## src/rtl/fibo_pkg.sv

```systemverilog
// fibo_pkg: shared states and widths for the Fibonacci scheduler slice.
package fibo_pkg;
    typedef enum logic [1:0] {IDLE, LAUNCH, WAIT, RESPOND} fsched_state_t;
    localparam int FIBO_IDX_W = 5;
    localparam int FIBO_DATA_W = 16;
    localparam logic [FIBO_IDX_W-1:0] FIBO_OVF_N = 5'd25;
endpackage

```

## src/rtl/fibo_scheduler_rr_arbiter.sv

```systemverilog
// rr_arbiter: round-robin grant among req, searching from a rotating pointer.
module rr_arbiter #(
    parameter int N = 4
) (
    input  logic                 clk,
    input  logic                 reset_n,
    input  logic [N-1:0]         req,
    input  logic                 advance,
    output logic [N-1:0]         grant,
    output logic [$clog2(N)-1:0] grant_idx
);
    localparam int W = $clog2(N);
    logic [W-1:0] ptr, idx;
    // Walk offsets from far to near so the closest request to ptr wins.
    always_comb begin
        idx = '0;
        grant_idx = '0;
        for (int k = N - 1; k >= 0; k--) begin
            idx = ptr + W'(k);
            if (req[idx]) grant_idx = idx;
        end
        grant = |req ? (N'(1) << grant_idx) : '0;
    end
    always_ff @(posedge clk or negedge reset_n)
        if (!reset_n) ptr <= '0;
        else if (advance) ptr <= grant_idx + W'(1);
endmodule

```

## src/rtl/fibo_scheduler.sv

```systemverilog
// fibo_scheduler: shares one Fibonacci calculator among N_REQ requesters,
// one request in flight, index 0 answered directly without the calculator.
module fibo_scheduler
    import fibo_pkg::*;
#(
    parameter int N_REQ = 4
) (
    input  logic                         clk,
    input  logic                         reset_n,
    input  logic [N_REQ-1:0]             req_valid,
    input  logic [N_REQ*FIBO_IDX_W-1:0]  req_n,
    output logic [N_REQ-1:0]             req_ready,
    output logic [N_REQ-1:0]             rsp_valid,
    output logic [FIBO_DATA_W-1:0]       rsp_data,
    output logic                         rsp_ovf,
    input  logic [N_REQ-1:0]             rsp_ready,
    output logic                         calc_begin,
    output logic [FIBO_IDX_W-1:0]        calc_s,
    input  logic                         calc_done,
    input  logic [FIBO_DATA_W-1:0]       calc_out
);
    localparam int GW = $clog2(N_REQ);
    fsched_state_t state, state_nx;
    logic [N_REQ-1:0] grant;
    logic [GW-1:0] gidx, g_q;
    logic [FIBO_IDX_W-1:0] n_sel, n_q;
    logic [FIBO_DATA_W-1:0] data_q;
    logic ovf_q, idle, any;

    assign idle = state == IDLE;
    assign any = idle && |req_valid;
    assign n_sel = req_n[gidx*FIBO_IDX_W +: FIBO_IDX_W];

    rr_arbiter #(.N(N_REQ)) u_arb (
        .clk      (clk),
        .reset_n  (reset_n),
        .req      (idle ? req_valid : '0),
        .advance  (any),
        .grant    (grant),
        .grant_idx(gidx)
    );

    always_comb begin
        state_nx = state;
        unique case (state)
            IDLE:    state_nx = any ? (n_sel == '0 ? RESPOND : LAUNCH) : IDLE;
            LAUNCH:  state_nx = WAIT;
            WAIT:    state_nx = calc_done ? RESPOND : WAIT;
            RESPOND: state_nx = rsp_ready[g_q] ? IDLE : RESPOND;
            default: state_nx = IDLE;
        endcase
    end

    // Capture is cleared at grant, so the n==0 bypass answers with data 0.
    always_ff @(posedge clk or negedge reset_n)
        if (!reset_n) begin
            state <= IDLE;
            g_q <= '0;
            n_q <= '0;
            data_q <= '0;
            ovf_q <= 1'b0;
        end else begin
            state <= state_nx;
            if (any) begin
                g_q <= gidx;
                n_q <= n_sel;
                data_q <= '0;
                ovf_q <= 1'b0;
            end
            if (state == WAIT && calc_done) begin
                data_q <= calc_out;
                ovf_q <= n_q >= FIBO_OVF_N;
            end
        end

    assign req_ready = grant;
    assign rsp_valid = (state == RESPOND) ? (N_REQ'(1) << g_q) : '0;
    assign rsp_data = data_q;
    assign rsp_ovf = ovf_q;
    assign calc_begin = state == LAUNCH;
    assign calc_s = calc_begin ? n_q : '0;
endmodule

```

## config.mk

```make
export PLATFORM = sky130hd
export DESIGN_NAME = fibo_scheduler
export DESIGN_NICKNAME = d
export VERILOG_FILES = /design/src/rtl/fibo_pkg.sv /design/src/rtl/fibo_scheduler_rr_arbiter.sv /design/src/rtl/fibo_scheduler.sv
export SDC_FILE = /design/constraint.sdc
export NUM_CORES = 1
export LEC_CHECK = 0
export CORE_MARGIN = 1.5
export CORE_UTILIZATION = 41
export DETAILED_ROUTE_END_ITERATION = 8
export GPL_ROUTABILITY_DRIVEN = 0
export PLACE_DENSITY = 0.9
export SETUP_SLACK_MARGIN = 0.2
export SYNTH_ARGS = -nofsm -noshare
export SYNTH_HDL_FRONTEND = slang
export SYNTH_SLANG_ARGS = --single-unit
```

## constraint.sdc

```tcl
create_clock -name clk -period 2.6 [get_ports clk]
set_input_delay 0.52 -clock clk [delete_from_list [all_inputs] [get_ports clk]]
set_output_delay 0.52 -clock clk [all_outputs]
set_load 0.03 [all_outputs]
```

Word level (Yosys, flattened, before mapping)

Index checks and enable logic that the tools add are counted.

Register bits after elaboration: 28
Input port bits: 47
Output and inout bits: 31

Add/sub/neg operators: 4
Multipliers: 1
$lt $le $gt $ge: 6
Eq/ne operators: 3
Shift operators: 3
Multiplexer cells: 27
Reductions and logical operators: 7

Operators by type and width:

| cell                | number |
|---|---|
| $mux 16             | 2 |
| $shiftx 20x6->5     | 1 |
| $lt 2x3->1 const B  | 5 |
| $mux 2              | 7 |
| $mux 4              | 3 |
| $bmux 1 s2          | 5 |
| $mux 1              | 8 |
| $pmux 2 s4          | 1 |
| $reduce_or 4->1     | 2 |
| $shl 1x2->4 const A | 2 |
| $ge 5x5->1 const B  | 1 |
| $logic_not 5->1     | 1 |
| $mul 2x3->5 const B | 1 |
| $mux 5              | 1 |
| $add 2x1->2 const B | 2 |
| $add 2x2->2 const B | 2 |
| $eq 2x2->1 const B  | 2 |
| $eq 2x1->1 const B  | 1 |
| $logic_and 1x1->1   | 2 |
| $logic_not 2->1     | 1 |
| $reduce_bool 2->1   | 1 |

Longest topological paths before layout

Depth after elaboration: 14
Depth in mapped cells: 8

By module

Synthesis repeated with hierarchy kept, for this count alone.

Cell total of the unflattened synthesis: 152
Area total of the unflattened synthesis: 1,521.5 um^2

By module, submodules not included:

| module         | times used | cells an instance | area each (um^2) |
|---|---|---|---|
| fibo_scheduler | 1          | 123               | 1,283.7 |
| rr_arbiter     | 1          | 29                | 237.7 |

Worst setup path before layout

OpenSTA, ideal clock, no wires.

Kind: input to output
Start: input port req_valid[0]
End: output port req_ready[1]
Arrival: 1.802 ns
Data required time: 2.080 ns
Slack: 0.278 ns
Stages on the path: 8
Buffers on the path: 2
Cells stage by stage: and4b_4 nor3_4 and3_1 buf_6 buf_12 inv_2 ha_1 and2_1

Cells in the longest elaborated chain, start to end: 9
Elaborated cells between the ends (all ways): 16

Ends and longest elaborated chain:

| item                         | RTL line                        | source |
|---|---|---|
| from (decl)                  | fibo_scheduler.sv:10            | `input logic [N_REQ-1:0] req_valid,` |
| $mux 4 (*)                   | fibo_scheduler.sv:37            | `.req (idle ? req_valid : '0),` |
| $bmux 1 s2                   | fibo_scheduler_rr_arbiter.sv:20 | `if (req[idx]) grant_idx = idx;` |
| $mux 1 (implied by the code) | fibo_scheduler_rr_arbiter.sv:20 |  |
| $mux 2 (3 in a row)          | fibo_scheduler_rr_arbiter.sv:20 |  |
| $mux 2 (*)                   | fibo_scheduler_rr_arbiter.sv:20 |  |
| via gidx[1]                  | fibo_scheduler.sv:25            | `logic [GW-1:0] gidx, g_q;` |
| $shl 1x2->4 (*)              | fibo_scheduler_rr_arbiter.sv:22 | `grant = \|req ? (N'(1) << grant_idx) : '0;` |
| $mux 4 (*)                   | fibo_scheduler_rr_arbiter.sv:22 |  |
| to (decl)                    | fibo_scheduler.sv:12            | `output logic [N_REQ-1:0] req_ready,` |

Mark *: on every way through the listed nets, which the timed path passes. The rest lies on a longest branch. The select of a mux whose other input is x is not followed.

Worst setup path after layout

Start: register u_arb.ptr[1]
End: output port req_ready[1]

Cells in the longest elaborated chain, start to end: 9
Elaborated cells between the ends (all ways): 17

Ends and longest elaborated chain:

| item                         | RTL line                        | source |
|---|---|---|
| from (decl)                  | fibo_scheduler_rr_arbiter.sv:13 | `logic [W-1:0] ptr, idx;` |
| from (signal assigned)       | fibo_scheduler_rr_arbiter.sv:26 | `else if (advance) ptr <= grant_idx + W'(1);` |
| $add 2x2->2                  | fibo_scheduler_rr_arbiter.sv:19 | `idx = ptr + W'(k);` |
| $bmux 1 s2                   | fibo_scheduler_rr_arbiter.sv:20 |  |
| $mux 1 (implied by the code) | fibo_scheduler_rr_arbiter.sv:20 |  |
| $mux 2 (3 in a row)          | fibo_scheduler_rr_arbiter.sv:20 |  |
| $mux 2 (*)                   | fibo_scheduler_rr_arbiter.sv:20 |  |
| via gidx[0]                  | fibo_scheduler.sv:25            |  |
| $shl 1x2->4 (*)              | fibo_scheduler_rr_arbiter.sv:22 |  |
| $mux 4 (*)                   | fibo_scheduler_rr_arbiter.sv:22 |  |

Marks and branches as above.

==> results.md <==
- Total gr overflow: 0
- Final Cycle Share: 95.47%
- Worst path bufs/invs: 3
- Area Overhead vs Synth: 66.82%
- 1st-iter DRT viols: 66
- Worst Tran Pin Value: 0.7398 ns
- Worst reg2reg path depth: 12
- Total Power: 2641 uW
- Worst hold path depth: 2
- DRC Markers: 0
- Most common cell in the netlist: nand2_1
- Final hold violation count: 0
- Full die area: 0.004447 mm^2
- Largest area contributor in the netlist: dfrtp_1
- Non-Filler Instances: 340
- Worst skew pair latency: 0.28 ns
- # fillers: 282
- First-pass GRT wire length: 7859 um
- Post-synth ARST share: 100.0%
- Die Y: 66.69 um
- Max capacitance violation total: 0
- Number of synthesized flops with an enable pin: 0
- Most used routing layer: met2
- Initial Util: 44.09%
- Initial antenna violation count: 0
- Multi-input combinational cell area: 902.1 um^2
- CP max-delay cell: dfrtp_2
- GRT met1 Usage: 29.59%
- R2r endpoint: n_q[1]$_DFFE_PN0P_
- Worst endpoint required time: 2.08 ns
- Worst slew margin: 50.53%
- Critical path class: reg -> out
- Pleak: 0.001270 uW
- Core footprint: 0.003771 mm^2
- TritonCTS clock tree: done
- Peak VDD IR: 0.5119 mV
- Port bufs: 77
- Hold Path Origin: n_q[1]$_DFFE_PN0P_
- CTS root buf: clkbuf_8
- ANT cells: 0
- Via density: 5.235
- I/O pins: 78
- Gr usage total: 23.28%
- Yosys reg bits: 28
- Syn avg cell area: 8.798 um^2
- Unrepaired setup endpoints after global routing: yes
- Cells after Synth: 189
- Syn. warnings: 0
- Critical path's top delay family: flip-flops
- Main synth FF type: dfrtp_1
- Slew Viols, Final: 0
- # clock sinks: 28
- Max stage delay on crit path: 0.47 ns
- Synth area leaders: dfrtp_1 (42%), nand2_1 (11%), o21ai_0 (4.2%), and2_1 (3.8%), mux2i_1 (3.6%)
- Number of global-route vias before repair: 1730
- Final Net Count: 344
- Routing usage on met3: 3.378%
- Placed cells: 324
- Pwr Density: 952.2 mW/mm^2
- Top post-synthesis cells by count: nand2_1 (48), dfrtp_1 (28), o21ai_0 (14), and2_1 (10)
- Fraction of layout instances using a drive strength above 1: 20.55%
- Num rows: 22
- Register area share after synthesis: 42.14%
- Critical R2R Launch: u_arb.ptr[1]$_DFFE_PN0P_
- Pin count of the biggest net entering global routing: 29
- HP Class: reg -> reg
- Top cell type's share of synthesized area: 42.14%
- Outcome: finished, final reports clean
- Post-Route WL: 5001 um
- H-tree depth: 1
- Reg area: 701.9 um^2
- TritonCTS buffer count: 3
- Finished Cell Area: 0.002774 mm^2
- Post-synth cell types: 36
- Register-to-register setup slack: 0.16 ns
- Critical path, cell by cell: mux2i_2 -> a221oi_4 -> buf_4 -> buf_6 -> ha_4 -> and2_4 -> buf_12
- Final ANT Viol Nets: 0
- Routed len/inst: 14.71 um
- Hpwl dp: 3602 um
- Dpl cell area: 0.002579 mm^2
- Worst setup EP type: output pin
- Clock buffer depth: 2
- Netlist Area Pre-Place: 0.001663 mm^2
- Final Hold Slack: 0.5204 ns
- Die width: 66.69 um
- Vias post-DR: 1780
- # hold bufs at CTS: 0
- Worst-path clk slew: 0.10 ns
- CP arrival: 1.96 ns
- Startpoint types: register
- Pre-antenna DRT Iters: 4
- Highest clock rate: 402.8 MHz
- Setup violations, final: 0
- Hold Path End: n_q[1]$_DFFE_PN0P_
- Routing usage on met2: 40.25%
- Mapped Nets: 240
- Fin crit period: 2.482 ns
- Critical path peak fanout: 6
- Skew final: 0.007698 ns
[through the flow]
step | utilization, % | setup TNS, ns | worst slack (ns)
3_5_place_dp | 68.38 | -0.5717 | -0.1888
4_1_cts | 72.89 | 0 | 0.1299
2_1_floorplan | - | 0 | 0.2783
6_report | 73.56 | 0 | 0.1177
3_3_place_gp | 68.38 | -0.3770 | -0.1406
5_1_grt | 73.56 | 0 | 0.03527
[per-layer routing]
layer	vias to the layer above	part of all wire, %
li1	875	-
met1	835	42
met2	62	51
met3	8	5.6
met4	0	1.7
met5	-	0
[tightest hold or removal path, stage by stage, from the launching register on]
cell and delay, ns:
dfrtp_1 0.38, nand2_1 0.06, o31ai_1 0.06
[what timing repair did]
| item | CTS | global route |
|---|---|---|
| gates cloned | 0 | 0 |
| pin swaps | 4 | 1 |
| resized for setup | 25 | 9 |
| buffers inserted | 9 | 3 |
| hold endpoints to repair | 0 | 0 |
| endpoints found under the setup margin | 10 | 11 |
[where the power goes]
group	leakage (uW)	switching [uW]	internal, uW
combinational	0.000883	851	677
sequential	0.000351	142	623
clock	0.0000357	142	206
[layout by cell type, fill, tap and decap left out, types with 2 or more instances in the layout]
master,netlist,layout
nor4_1,3,3
and2_1,10,9
inv_2,2,2
a211oi_1,8,7
dfrtp_1,28,27
mux2i_2,0,2
nor3b_1,2,2
dlymetal6s2s_1,0,3
ha_1,4,2
buf_4,0,31
a31oi_1,8,8
inv_1,8,8
clkdlybuf4s50_1,0,60
nor2_1,7,6
o21ai_0,14,13
nor3_1,4,3
buf_6,2,3
nand3_1,2,2
clkbuf_2,0,3
nor2b_1,2,2
nand2_1,48,48
clkbuf_8,0,3
mux2i_1,6,4
o31ai_1,4,4
o21ai_1,4,5
dlygate4sd2_1,0,7
[logic make-up after synthesis]
kind of cell / after synthesis / share of synthesized area [%]
fa+ha+maj: 4 / 3.010
mux: 7 / 4.966
flops: 28 / 42.14
simple gates: 85 / 24.68
buf+inv: 19 / 6.170
compound gates: 46 / 19.04
[registers in the layout (all words and copies together) (netlist names)]
signal / count
rsp_data: 16
n_q: 5
g_q: 2
state: 2
u_arb.ptr: 2
rsp_ovf: 1
[how the worst max path moves through the flow]
stage / slack, ns / startpoint / cells past startpoint / endpoint
2_1_floorplan: 0.28 / req_valid[0] / 8 / req_ready[1]
3_3_place_gp: -0.14 / req_valid[1] / 7 / req_ready[2]
3_5_place_dp: -0.19 / req_valid[1] / 7 / req_ready[2]
4_1_cts: 0.13 / u_arb.ptr[1]$_DFFE_PN0P_ / 6 / req_ready[2]
5_1_grt: 0.04 / u_arb.ptr[1]$_DFFE_PN0P_ / 12 / n_q[1]$_DFFE_PN0P_
6_report: 0.12 / u_arb.ptr[1]$_DFFE_PN0P_ / 7 / req_ready[1]
[layout make-up]
cell class | count | area share [%]
clock buffer | 3 | 1.488
clock inverter | 1 | 1.083
inverter | 10 | 1.353
multi-input combinational | 142 | 32.52
timing repair buffer | 108 | 36.08
sequential | 28 | 25.30
tap | 48 | 2.165
Power figures use the tool's default switching activity.
